--- config.mk ---
export PLATFORM = sky130hd
export DESIGN_NAME = video_stream_meas
export DESIGN_NICKNAME = d
export VERILOG_FILES = /design/src/rtl/video_stream_meas.sv
export SDC_FILE = /design/constraint.sdc
export NUM_CORES = 1
export LEC_CHECK = 0
export ABC_CLOCK_PERIOD_IN_PS = 9050
export CORE_MARGIN = 2
export CORE_UTILIZATION = 52
export CTS_BUF_LIST = sky130_fd_sc_hd__clkbuf_4 sky130_fd_sc_hd__clkbuf_8 sky130_fd_sc_hd__clkbuf_16
export CTS_CLUSTER_SIZE = 8
export DETAILED_ROUTE_END_ITERATION = 6
export GPL_TIMING_DRIVEN = 0
export HOLD_SLACK_MARGIN = 0.1
export PLACE_DENSITY = 0.73
export SYNTH_ARGS = -nofsm -noshare
export SYNTH_HDL_FRONTEND = slang
export SYNTH_SLANG_ARGS = --single-unit
--- constraint.sdc ---
create_clock -name clk -period 9.05 [get_ports clk]
set_input_delay 0.905 -clock clk [delete_from_list [all_inputs] [get_ports clk]]
set_output_delay 0.905 -clock clk [all_outputs]
set_load 0.05 [all_outputs]
--- src/rtl/video_stream_meas.sv ---
`default_nettype none
// +----------------------------------------------------------------------------+
// | Module      : video_stream_meas                                            |
// | Description : In-fabric receiver/checker for a di/de/hs/vs pixel stream.   |
// |               Measures active width, non-empty line count and a per-frame  |
// |               pixel checksum; flags line-length and frame-height changes   |
// |               and reports when the frame geometry has been stable.         |
// | Revision    : 1.0 - initial release                                        |
// +----------------------------------------------------------------------------+
module video_stream_meas #(
  parameter int PIXEL_WIDTH  = 8,
  parameter int CNT_WIDTH    = 16,
  parameter int FRAME_STABLE = 2
) (
  input  logic                   clk,
  input  logic                   rst_n,
  input  logic [PIXEL_WIDTH-1:0] di_i,
  input  logic                   de_i,
  input  logic                   hs_i,
  input  logic                   vs_i,
  input  logic                   clr_i,
  output logic [CNT_WIDTH-1:0]   width_o,
  output logic [CNT_WIDTH-1:0]   height_o,
  output logic [31:0]            checksum_o,
  output logic [15:0]            frame_cnt_o,
  output logic                   frame_done_o,
  output logic                   geom_vld_o,
  output logic                   err_line_o,
  output logic                   err_frame_o
);

  localparam logic [CNT_WIDTH-1:0] C_CNT_MAX = '1;
  localparam logic [3:0]           C_STABLE  = 4'(FRAME_STABLE);

  typedef enum logic [0:0] {
    ST_IDLE   = 1'b0,
    ST_ACTIVE = 1'b1
  } state_t;

  // Registered state
  state_t               state_q,     state_d;
  logic [CNT_WIDTH-1:0] x_cnt_q,     x_cnt_d;
  logic [CNT_WIDTH-1:0] y_cnt_q,     y_cnt_d;
  logic [CNT_WIDTH-1:0] ref_w_q,     ref_w_d;
  logic                 ref_set_q,   ref_set_d;
  logic                 line_bad_q,  line_bad_d;
  logic [31:0]          acc_q,       acc_d;
  logic                 have_prev_q, have_prev_d;
  logic [3:0]           stable_q,    stable_d;
  logic [CNT_WIDTH-1:0] width_q,     width_d;
  logic [CNT_WIDTH-1:0] height_q,    height_d;
  logic [31:0]          checksum_q,  checksum_d;
  logic [15:0]          frame_cnt_q, frame_cnt_d;
  logic                 done_q,      done_d;
  logic                 geom_vld_q,  geom_vld_d;
  logic                 err_line_q,  err_line_d;
  logic                 err_frame_q, err_frame_d;

  // Values as they stand once the currently open line has been closed
  logic [CNT_WIDTH-1:0] close_ref_w;
  logic                 close_ref_set;
  logic [CNT_WIDTH-1:0] close_y;
  logic                 close_bad;
  logic                 new_line_err;
  logic                 new_frame_err;
  logic                 frame_clean;
  logic                 line_end;
  logic [31:0]          pix_ext;
  logic [CNT_WIDTH-1:0] x_first;

  assign pix_ext = 32'(di_i);
  // A pixel coincident with a line start is the first pixel of the new line
  assign x_first = {{(CNT_WIDTH-1){1'b0}}, de_i};
  // vs_i implies a line start even when hs_i is absent
  assign line_end = hs_i | vs_i;

  // Line close evaluation: reference width capture, length compare, y count
  always_comb begin
    close_ref_w   = ref_w_q;
    close_ref_set = ref_set_q;
    close_y       = y_cnt_q;
    close_bad     = line_bad_q;
    new_line_err  = 1'b0;
    if (state_q == ST_ACTIVE && line_end && x_cnt_q != '0) begin
      if (!ref_set_q) begin
        close_ref_w   = x_cnt_q;
        close_ref_set = 1'b1;
      end else if (x_cnt_q != ref_w_q) begin
        close_bad    = 1'b1;
        new_line_err = 1'b1;
      end
      if (y_cnt_q != C_CNT_MAX) begin
        close_y = y_cnt_q + 1'b1;
      end
    end
  end

  // Frame close evaluation: height compare against previous frame, cleanliness
  always_comb begin
    new_frame_err = 1'b0;
    frame_clean   = 1'b0;
    if (state_q == ST_ACTIVE && vs_i) begin
      new_frame_err = have_prev_q && (close_y != height_q);
      frame_clean   = !close_bad &&
                      (!have_prev_q || (close_ref_w == width_q && close_y == height_q));
    end
  end

  // Next-state logic: FSM, counters, accumulator and published results
  always_comb begin
    state_d     = state_q;
    x_cnt_d     = x_cnt_q;
    y_cnt_d     = y_cnt_q;
    ref_w_d     = ref_w_q;
    ref_set_d   = ref_set_q;
    line_bad_d  = line_bad_q;
    acc_d       = acc_q;
    have_prev_d = have_prev_q;
    stable_d    = stable_q;
    width_d     = width_q;
    height_d    = height_q;
    checksum_d  = checksum_q;
    frame_cnt_d = frame_cnt_q;
    done_d      = 1'b0;
    geom_vld_d  = geom_vld_q;

    unique case (state_q)
      ST_IDLE: begin
        // Only a frame start is meaningful before the stream is locked
        if (vs_i) begin
          state_d    = ST_ACTIVE;
          x_cnt_d    = x_first;
          y_cnt_d    = '0;
          ref_w_d    = '0;
          ref_set_d  = 1'b0;
          line_bad_d = 1'b0;
          acc_d      = de_i ? pix_ext : 32'd0;
        end
      end

      ST_ACTIVE: begin
        if (vs_i) begin
          // Publish the frame that just ended
          width_d     = close_ref_w;
          height_d    = close_y;
          checksum_d  = acc_q;
          frame_cnt_d = frame_cnt_q + 16'd1;
          done_d      = 1'b1;
          have_prev_d = 1'b1;
          if (frame_clean) begin
            if (stable_q != C_STABLE) begin
              stable_d = stable_q + 4'd1;
            end
          end else begin
            stable_d = 4'd0;
          end
          geom_vld_d = (stable_d == C_STABLE);
          // Open the next frame; a coincident pixel belongs to it
          x_cnt_d    = x_first;
          y_cnt_d    = '0;
          ref_w_d    = '0;
          ref_set_d  = 1'b0;
          line_bad_d = 1'b0;
          acc_d      = de_i ? pix_ext : 32'd0;
        end else begin
          if (hs_i) begin
            ref_w_d    = close_ref_w;
            ref_set_d  = close_ref_set;
            y_cnt_d    = close_y;
            line_bad_d = close_bad;
            x_cnt_d    = x_first;
          end else if (de_i && x_cnt_q != C_CNT_MAX) begin
            x_cnt_d = x_cnt_q + 1'b1;
          end
          if (de_i) begin
            acc_d = acc_q + pix_ext;
          end
        end
      end

      default: state_d = ST_IDLE;
    endcase
  end

  // Sticky error flags: a fresh error outranks a simultaneous clear
  always_comb begin
    err_line_d  = (err_line_q  & ~clr_i) | new_line_err;
    err_frame_d = (err_frame_q & ~clr_i) | new_frame_err;
  end

  // State register with asynchronous reset; reset discards any partial frame
  always_ff @(posedge clk or negedge rst_n) begin
    if (!rst_n) begin
      state_q     <= ST_IDLE;
      x_cnt_q     <= '0;
      y_cnt_q     <= '0;
      ref_w_q     <= '0;
      ref_set_q   <= 1'b0;
      line_bad_q  <= 1'b0;
      acc_q       <= 32'd0;
      have_prev_q <= 1'b0;
      stable_q    <= 4'd0;
      width_q     <= '0;
      height_q    <= '0;
      checksum_q  <= 32'd0;
      frame_cnt_q <= 16'd0;
      done_q      <= 1'b0;
      geom_vld_q  <= 1'b0;
      err_line_q  <= 1'b0;
      err_frame_q <= 1'b0;
    end else begin
      state_q     <= state_d;
      x_cnt_q     <= x_cnt_d;
      y_cnt_q     <= y_cnt_d;
      ref_w_q     <= ref_w_d;
      ref_set_q   <= ref_set_d;
      line_bad_q  <= line_bad_d;
      acc_q       <= acc_d;
      have_prev_q <= have_prev_d;
      stable_q    <= stable_d;
      width_q     <= width_d;
      height_q    <= height_d;
      checksum_q  <= checksum_d;
      frame_cnt_q <= frame_cnt_d;
      done_q      <= done_d;
      geom_vld_q  <= geom_vld_d;
      err_line_q  <= err_line_d;
      err_frame_q <= err_frame_d;
    end
  end

  assign width_o      = width_q;
  assign height_o     = height_q;
  assign checksum_o   = checksum_q;
  assign frame_cnt_o  = frame_cnt_q;
  assign frame_done_o = done_q;
  assign geom_vld_o   = geom_vld_q;
  assign err_line_o   = err_line_q;
  assign err_frame_o  = err_frame_q;

endmodule
`default_nettype wire

==> results of run 1 <==
==> flip-flops by register name, summed over array words and instances (netlist names) <==
name and cells:
acc_q 32, checksum_o 32, err_frame_o 1, err_line_o 1
frame_cnt_o 16, frame_done_o 1, geom_vld_o 1, have_prev_q 1
height_o 16, line_bad_q 1, ref_set_q 1, ref_w_q 16
stable_q 4, state_q 1, width_o 16, x_cnt_q 16
y_cnt_q 16
==> logic make-up after synthesis <==
| family | after synthesis |
|---|---|
| AO/OA/AOI/OAI | 186 |
| XOR/XNOR | 118 |
| adder cells (fa/ha/maj) | 15 |
| buffers and inverters | 100 |
| flip-flops | 172 |
| multiplexers | 4 |
| AND/OR/NAND/NOR | 468 |
==> final timing paths <==
| check | from | to | slack (ns) | cells past startpoint |
|---|---|---|---|---|
| setup / recovery | hs_i | stable_q[0] | 4.89 | 11 |
| hold / removal | rst_n | ref_w_q[5] | 0.43 | 1 |
| setup reg to reg | x_cnt_q[0] | stable_q[0] | 5.14 | 12 |
| hold reg to reg | frame_cnt_o[15] | frame_cnt_o[15] | 0.47 | 1 |
| max in group asynchronous | rst_n | checksum_o[21] | 7.74 | 2 |
| min in group clk | frame_cnt_o[15] | frame_cnt_o[15] | 0.47 | 1 |
==> cell type report <==
type / instances / area [µm²] / area share
flip-flops and latches: 172 / 4300 / 0.383
repair buffers: 96 / 983 / 0.0875
plain buffers: 70 / 315 / 0.0281
clock inverters: 14 / 130 / 0.0116
well taps: 229 / 287 / 0.0255
clock buffers: 18 / 439 / 0.0391
inverters: 30 / 113 / 0.0100
multi-input cells: 791 / 4670 / 0.415
==> where the power goes <==
part | switching, mW | leakage (nW) | internal [mW]
Clock | 0.337 | 0.273 | 0.369
Sequential | 0.0394 | 2.32 | 0.806
Combinational | 0.245 | 2.21 | 0.120
Total | 0.622 | 4.81 | 1.29
==> synth_stat cells, types with 3 or more instances <==
cell,number
nand2_1,194
dfrtp_1,172
nor2_1,94
xnor2_1,75
o21ai_0,51
a21oi_1,45
xor2_1,43
clkbuf_1,35
nand3_1,32
inv_1,30
nand4_1,28
nor3_1,21
buf_2,20
nor4_1,20
a31oi_1,19
a22o_1,16
and3_1,16
ha_1,14
nand2b_1,13
or3_1,12
a2111oi_0,10
nor2b_1,8
buf_1,7
buf_4,7
a22oi_1,6
and4_1,5
o22ai_1,5
nor3b_1,4
o21a_1,4
o21ai_1,4
or4_1,4
and2_1,3
mux2i_1,3
o31ai_1,3
or2_2,3
==> worst register-to-register path, stage by stage (launching register included) <==
cell       delay [ns]
dfrtp_1          0.48
inv_1            0.14
ha_1             0.21
nor3b_1          0.15
and4_1           0.22
buf_2            0.20
nor4_1           0.66
nor3b_1          0.11
a2111oi_1        0.46
o2111ai_1        0.28
nor4_4           0.57
a21oi_1          0.16
a22oi_1          0.20
==> metrics by stage <==
step	instance area, µm²	total power [mW]	hold WS, ns	cells	utilization
2_1_floorplan	9400	1.09	0.448	1063	-
3_3_place_gp	10600	1.22	0.457	1387	0.596
3_5_place_dp	10700	1.22	0.461	1388	0.598
4_1_cts	11200	1.92	0.446	1420	0.630
5_1_grt	11200	1.99	0.474	1420	0.630
6_report	11200	1.92	0.427	1420	0.630
==> layer usage <==
metal  up-vias  share of wire  global-route usage
met5         -        0.00046                   0
met4         2          0.016              0.0730
met2       209           0.46               0.398
met3        34          0.055              0.0478
li1       3893              -                   -
met1      3932           0.46               0.347
==> impl_metrics.yaml, run 1 <==
floorplanning:
  fp.dieH_um: 138
  rows: 49
  start_util: 0.527
  ios: 98
  dieArea_um2: 19200
  coreArea_um2: 17800
  dieWidth_um: 138
cells_and_area:
  final_cell_mix: "nand2_1, dfrtp_1, nor2_1, clkdlybuf4s50_1, xnor2_1"
  mostFrequentLayoutCell: "nand2_1"
  fillers: 1536
  drive_gt1_frac: 0.0647
  antenna_cells: 0
  nets: 1207
  area_growth_pct: 19.6
yosys:
  synth_ff_type: "dfrtp_1"
  synth_edf_count: 0
  ys_async_sr_fraction: 1.00
  synth_area_leader_cell: "dfrtp_1"
  syn_area_um2: 9400
  syn_avg_cell_area_um2: 8.84
  synth_top_family_by_area: "simple AND/OR/NAND/NOR gates"
  synth_top_area_share: 0.458
  synth_simple_gate_area_frac: 0.236
  synth_area_leaders: "dfrtp_1, nand2_1, xnor2_1"
  syn_inst: 1063
  synth_compound_area_frac: 0.126
  synth_cell_types: 66
  synth_mux_area_frac: 0.00439
  ys_warn_count: 0
  ys_ff_latch: 172
  yosys.area_share.adder: 0.0208
  synthXorXnorAreaFrac: 0.110
  syn_nets: 1092
  synth.yosys.seq_area_share: 0.458
clock_network:
  ctsResizeCount: 0
  numCtsBuffers: 17
  clk-insertion-delay-late_ns: 0.44
  cts_max_level: 4
  cts_setup_buffers: 0
  clock_path_buffers: 2
  cts_tree: "yes"
  clk_pin_slew_ns: 0.07
  hold_buffers: 0
  clockRootBuffer: "clkbuf_16"
  clkSinkCount: 172
drt:
  wire_per_inst_um: 16.7
  first_iter_violations: 534
  drcViolationCount: 0
  drt-pass1-iter-count: 5
  vias: 8070
  vias_per_cell: 5.68
  ant_nets: 0
  totalWireLength_um: 23700
worst_setup_path:
  worstPathCellList: "clkdlybuf4s50_1, o21ai_1, nor2_1, nand2_1, buf_2, nand3_1, a2111oi_0, nand4_1, nor3_1, a21oi_1, a22oi_1"
  critPathTopFamily: "compound AO/OA/AOI/OAI gates"
  cp-start-kind: "primary input"
  path_class: "in2reg"
  crit_slowest_cell: "o21ai_1"
  arrival_ns: 4.51
  cp_max_fo: 10
  cp_slowest_stage_delay_ns: 0.70
  worstPathRequired_ns: 9.41
  cp_num_buf_inv: 2
  endpoint_kind: "flop"
placed_design:
  port_buffers: 95
  gp_congestion: 0.923
  pre_cts_slack_ns: 4.53
  dp_hpwl_um: 16800
timing:
  setup_viol: 0
  final-max-slew-violation-count: 0
  fin_crit_ns: 4.16
  max_freq_ghz: 0.241
  skew_ns: 0.00715
  worst_slack_ns: 4.89
  maxSlewHeadroom: 0.302
  grt_setup_unrepaired: "false"
  tightest_slew_ns: 1.04
  tns_ns: 0
  timing_hold_violations_final: 0
  finalCritPeriodShare: 0.459
grt:
  antenna_found_initial: 1
  grt_pass1_wl_um: 38900
  grt_pass1_vias: 7624
  grt_util_all_layers: 0.249
  grt_start_max_net_pins: 104
  grt_remaining_overflow: 0
power_and_ir_drop:
  power.leakage_nw: 4.81
  power_density_nw_per_um2: 171
  vdd_ir_drop_max_uv: 218
status:
  status: "finished, final reports clean"
worst_hold_path:
  min_path_type: "in2async"
flow_run:
  drv_cap: 0
No activity file was read; power rests on OpenSTA's default activity.
==> run 2: changes to the inputs <==
--- a/config.mk
+++ b/config.mk
@@ -5,7 +5,7 @@
 export SDC_FILE = /design/constraint.sdc
 export NUM_CORES = 1
 export LEC_CHECK = 0
-export ABC_CLOCK_PERIOD_IN_PS = 9050
+export ABC_CLOCK_PERIOD_IN_PS = 3950
 export CORE_MARGIN = 2
 export CORE_UTILIZATION = 52
 export CTS_BUF_LIST = sky130_fd_sc_hd__clkbuf_4 sky130_fd_sc_hd__clkbuf_8 sky130_fd_sc_hd__clkbuf_16
==> constraint.sdc (replaced) <==
create_clock -name clk -period 3.95 [get_ports clk]
set_input_delay 0.395 -clock clk [delete_from_list [all_inputs] [get_ports clk]]
set_output_delay 0.395 -clock clk [all_outputs]
set_load 0.05 [all_outputs]
==> run 2 against run 1 <==
Clock power rose by 130%. Total power increased by 130%. Clock skew is essentially flat. Core utilization is 0.11 points higher. Wire length decreased by 0.16%. Critical path depth increased by 1. Cell area up 0.17%. Final cell count about the same. Sequential power grew 130%. Combinational power grew 130%. Via count barely moved. Largest cell class unchanged. Largest power group unchanged. Highest routed layer unchanged.
==> impl_metrics.yaml, run 2 (same netlist as run 1, synthesis figures left out) <==
worst_setup_path:
  crit_slowest_cell: "or4_4"
  path_class: "reg2reg"
  worstPathRequired_ns: 4.31
  r2r_cells: 12
  cp_max_fo: 10
  critPathTopFamily: "simple AND/OR/NAND/NOR gates"
  cp_num_buf_inv: 2
  endpoint_kind: "flop"
  path_depth: 12
  arrival_ns: 4.12
  worstPathCellList: "ha_1, buf_2, nand4_2, or4_4, nand3_2, buf_4, nor2_2, a2111oi_1, o2111ai_1, nor4_4, a21oi_1, a22oi_1"
  cp_slowest_stage_delay_ns: 0.62
  cp-start-kind: "flop"
grt:
  grt_util_all_layers: 0.249
  grt_start_max_net_pins: 104
  met2_usage: 0.398
  grt_busiest_layer: "met2"
  grt_pass1_vias: 7630
  grtUsageMet3: 0.0478
  grt_pass1_wl_um: 38900
  grt_remaining_overflow: 0
  antenna_found_initial: 1
  met1_usage: 0.347
floorplanning:
  fp.dieH_um: 138
  coreArea_um2: 17800
  rows: 49
  start_util: 0.527
  ios: 98
  dieWidth_um: 138
  dieArea_um2: 19200
placed_design:
  dp_hpwl_um: 16800
  gp_congestion: 0.923
  port_buffers: 95
  pre_cts_slack_ns: -0.0586
worst_hold_path:
  min_path_type: "in2reg"
  whs_path_depth: 2
drt:
  drcViolationCount: 0
  wire_per_inst_um: 16.6
  vias_per_cell: 5.68
  drt-pass1-iter-count: 5
  ant_nets: 0
  first_iter_violations: 541
  vias: 8069
  totalWireLength_um: 23600
clock_network:
  clkSinkCount: 172
  cts_tree: "yes"
  clk_pin_slew_ns: 0.07
  numCtsBuffers: 17
  clk-insertion-delay-late_ns: 0.44
  clockRootBuffer: "clkbuf_16"
  cts_max_level: 4
  clock_path_buffers: 2
timing:
  timing_hold_violations_final: 0
  skew_ns: 0.00745
  grt_setup_unrepaired: "false"
  tightest_slew_ns: 1.02
  worst_slack_ns: 0.181
  final-max-slew-violation-count: 0
  setup_viol: 0
  fin_crit_ns: 3.77
  finalCritPeriodShare: 0.954
  maxSlewHeadroom: 0.312
  max_freq_ghz: 0.265
power_and_ir_drop:
  power.leakage_nw: 4.82
  power_density_nw_per_um2: 390
  vdd_ir_drop_max_uv: 500
  power_mw: 4.39
cells_and_area:
  final_cell_mix: "nand2_1, dfrtp_1, clkdlybuf4s50_1"
  antenna_cells: 0
  mostFrequentLayoutCell: "nand2_1"
  nets: 1208
  seq_area_um2: 4300
  multiInputGateArea_um2: 4680
  drive_gt1_frac: 0.0663
  fillers: 1534
  area_growth_pct: 19.8
  final_util: 0.631
flow_run:
  drv_cap: 0
status:
  status: "finished, final reports clean"
==> run 2: changes by cell type in the layout (fill, tap and decap cells not counted), sizes merged <==
| cell | previous run | this run |
|---|---|---|
| dlygate4sd3 | 0 | 1 |
==> run 2: stage by stage <==
step | area, µm² | setup TNS, ns | cells | hold WS (ns)
3_5_place_dp | 10700 | -0.0783 | 1388 | 0.393
5_1_grt | 11300 | 0 | 1421 | 0.331
6_report | 11300 | 0 | 1421 | 0.306
2_1_floorplan | 9400 | 0 | 1063 | 0.0994
3_3_place_gp | 10600 | -791.94 | 1387 | 0.457
4_1_cts | 11200 | 0 | 1421 | 0.292
==> run 2: routing by layer <==
layer	up-vias	wire (µm)
met5	-	11
met4	2	400
met3	35	1370
met2	233	10900
met1	3906	10900
li1	3893	-
==> run 2: layout make-up <==
type	instances	area share
sequential	172	0.382
inverter	30	0.0100
multi-input combinational	791	0.415
timing repair buffer	97	0.0882
clock inverter	14	0.0116
buffer	70	0.0280
clock buffer	18	0.0390
tap	229	0.0255
==> run 2: worst paths after layout <==
check	from	to	slack (ns)
worst max-delay path	y_cnt_q[1]	stable_q[0]	0.18
worst min-delay path	vs_i	state_q	0.31
worst max register to register	y_cnt_q[1]	stable_q[0]	0.18
min in group asynchronous	rst_n	ref_w_q[5]	0.52
max in group asynchronous	rst_n	checksum_o[21]	2.55
worst min register to register	frame_cnt_o[15]	frame_cnt_o[15]	0.47
==> run 2: power breakdown <==
| group | total, mW | switching, mW | internal (mW) |
|---|---|---|---|
| Combinational | 0.838 | 0.563 | 0.275 |
| Clock | 1.62 | 0.773 | 0.845 |
| Sequential | 1.94 | 0.0909 | 1.85 |
| Total | 4.39 | 1.43 | 2.97 |
==> run 2: what timing repair did <==
action	in CTS	in global routing
setup buffers	0	0
endpoints found under the hold margin	69	0
setup endpoints to repair	0	6
hold buffers	1	0
resized for setup	0	2
==> run 2: worst register-to-register path, stage by stage (launching register included) <==
cell and delay [ns]:
dfrtp_1 0.47, ha_1 0.18, buf_2 0.18, nand4_2 0.23, or4_4 0.62, nand3_2 0.13, buf_4 0.21, nor2_2 0.08
a2111oi_1 0.52, o2111ai_1 0.29, nor4_4 0.44, a21oi_1 0.16, a22oi_1 0.20
==> run 3: changes to the inputs <==
--- a/config.mk
+++ b/config.mk
@@ -13,7 +13,8 @@
 export DETAILED_ROUTE_END_ITERATION = 6
 export GPL_TIMING_DRIVEN = 0
 export HOLD_SLACK_MARGIN = 0.1
-export PLACE_DENSITY = 0.73
+export PLACE_DENSITY_LB_ADDON = 0.12
+export SLEW_MARGIN = 20
 export SYNTH_ARGS = -nofsm -noshare
 export SYNTH_HDL_FRONTEND = slang
 export SYNTH_SLANG_ARGS = --single-unit
==> run 3 against run 2 <==
Via count down 0.52%. Maximum frequency increased by 0.19%. Wire length grew 0.85%. Worst setup slack gained 0.0070 ns. Critical path depth up 2. Worst hold slack improved by 0.0028 ns. Sequential cell count did not move. Combinational power up 3.2%. Die area stayed put. Core utilization grew 0.29 points. Clock skew grew 0.0028 ns. Register-to-register slack about the same. Critical path type unchanged. Critical endpoint is now stable_q[3]. Largest cell class unchanged. Highest routed layer is now met4.
==> impl_metrics.yaml, run 3 (same netlist as run 1, synthesis figures left out) <==
status:
  status: "finished, final reports clean"
worst_setup_path:
  cp_slowest_stage_delay_ns: 0.50
  cp_max_fo: 10
  crit_slowest_cell: "dfrtp_1"
  worstPathRequired_ns: 4.30
  endpoint_kind: "flop"
  worstPathCellList: "inv_1, ha_1, nor3b_1, and4_1, buf_2, nor3_4, nand2_1, a2111o_1, or3_1, nor4_4, buf_4, buf_12, a21oi_1, a31oi_1"
  path_class: "reg2reg"
  arrival_ns: 4.12
  cp-start-kind: "flop"
timing:
  tightest_slew_ns: 0.944
  fin_crit_ns: 3.76
  tns_ns: 0
  finalCritPeriodShare: 0.952
  maxSlewHeadroom: 0.365
  grt_setup_unrepaired: "false"
  timing_hold_violations_final: 0
  worst_slack_ns: 0.188
  setup_viol: 0
  final-max-slew-violation-count: 0
  max_freq_ghz: 0.266
  skew_ns: 0.0102
power_and_ir_drop:
  seqPwrFrac: 0.437
  vdd_ir_drop_max_uv: 447
  p_sw_frac: 0.314
  pwr-share-clk: 0.367
  p_comb_frac: 0.196
  power_density_nw_per_um2: 391
  power.leakage_nw: 4.84
  p_sw_mw: 1.39
  cellInternalPower_mw: 3.03
drt:
  drcViolationCount: 0
  first_iter_violations: 540
  vias_per_cell: 5.63
  drt-pass1-iter-count: 5
  vias: 8027
  totalWireLength_um: 23800
  wire_per_inst_um: 16.7
  ant_nets: 0
cells_and_area:
  nets: 1212
  fillers: 1526
  mostFrequentLayoutCell: "nand2_1"
  antenna_cells: 0
  area_growth_pct: 20.3
  drive_gt1_frac: 0.0719
  final_cell_mix: "nand2_1, dfrtp_1, clkdlybuf4s50_1"
floorplanning:
  dieArea_um2: 19200
  rows: 49
  dieWidth_um: 138
  fp.dieH_um: 138
  start_util: 0.527
  coreArea_um2: 17800
  ios: 98
grt:
  grt_pass1_wl_um: 39200
  grt_util_all_layers: 0.252
  antenna_found_initial: 0
  grt_pass1_vias: 7697
  grt_start_max_net_pins: 93
  grt_remaining_overflow: 0
clock_network:
  cts_max_level: 4
  cts_tree: "yes"
  clockRootBuffer: "clkbuf_16"
  clkSinkCount: 172
  numCtsBuffers: 17
  clk_pin_slew_ns: 0.06
  clk-insertion-delay-late_ns: 0.44
  clock_path_buffers: 2
placed_design:
  port_buffers: 95
  gp_congestion: 0.934
  pre_cts_slack_ns: -0.281
  dp_hpwl_um: 16700
worst_hold_path:
  min_path_type: "in2reg"
flow_run:
  drv_cap: 0
## run 3: what timing repair did
| item | 4_1_cts | 5_1_grt |
|---|---|---|
| gates resized for setup | 2 | 4 |
| hold buffers | 1 | 0 |
| hold endpoints to repair | 80 | 0 |
| setup buffers | 0 | 4 |
| pin swaps | 0 | 3 |
| setup endpoints to repair | 1 | 5 |
## run 3: power by group through the flow
stage	sequential (mW)	clock, mW	combinational [mW]
4_1_cts	1.94	1.65	0.846
3_3_place_gp	1.97	0	0.831
6_report	1.94	1.62	0.865
2_1_floorplan	2.17	0	0.331
5_1_grt	1.95	1.72	0.933
3_5_place_dp	1.97	0	0.841
## run 3: area by class of cell
| type | count | area (µm²) | share of cell area |
|---|---|---|---|
| clock inverter | 13 | 116 | 0.0103 |
| tap | 229 | 287 | 0.0253 |
| multi-input combinational | 791 | 4690 | 0.415 |
| clock buffer | 19 | 447 | 0.0395 |
| sequential | 172 | 4300 | 0.381 |
| inverter | 30 | 113 | 0.00996 |
| timing repair buffer | 101 | 1040 | 0.0916 |
| buffer | 70 | 315 | 0.0279 |
## run 3: worst paths after layout
| check | startpoint | endpoint | slack, ns | cells after the start |
|---|---|---|---|---|
| worst max-delay path | x_cnt_q[0] | stable_q[3] | 0.19 | 14 |
| worst min-delay path | vs_i | state_q | 0.31 | 2 |
| worst max register to register | x_cnt_q[0] | stable_q[3] | 0.19 | 14 |
| worst min register to register | frame_cnt_o[15] | frame_cnt_o[15] | 0.46 | 1 |
| max in group asynchronous | rst_n | acc_q[26] | 2.53 | 3 |
| min in group asynchronous | rst_n | width_o[5] | 0.55 | 2 |
## run 3: routing by layer
metal	share of wire	track usage	vias to the layer above
li1	-	-	3907
met1	0.46	0.353	3835
met2	0.46	0.397	249
met3	0.061	0.0589	36
met4	0.017	0.0687	0
met5	0	0	-
## run 3: stage by stage
stage	area [µm²]	util	power (mW)	hold WS [ns]	std cells
2_1_floorplan	9400	-	2.50	0.0994	1063
3_3_place_gp	10600	0.596	2.80	0.456	1387
3_5_place_dp	10700	0.598	2.81	0.435	1388
4_1_cts	11300	0.631	4.43	0.287	1421
5_1_grt	11300	0.634	4.61	0.313	1425
6_report	11300	0.634	4.43	0.309	1425
## run 3: critical path, delay by kind of cell (launching register included)
family,cells,cell delay [ns]
adders and majority gates,1,0.21
AOI/OAI and AO/OA,3,0.62
buffers and inverters,4,0.65
DFF,1,0.50
and+or+nand+nor,6,1.70
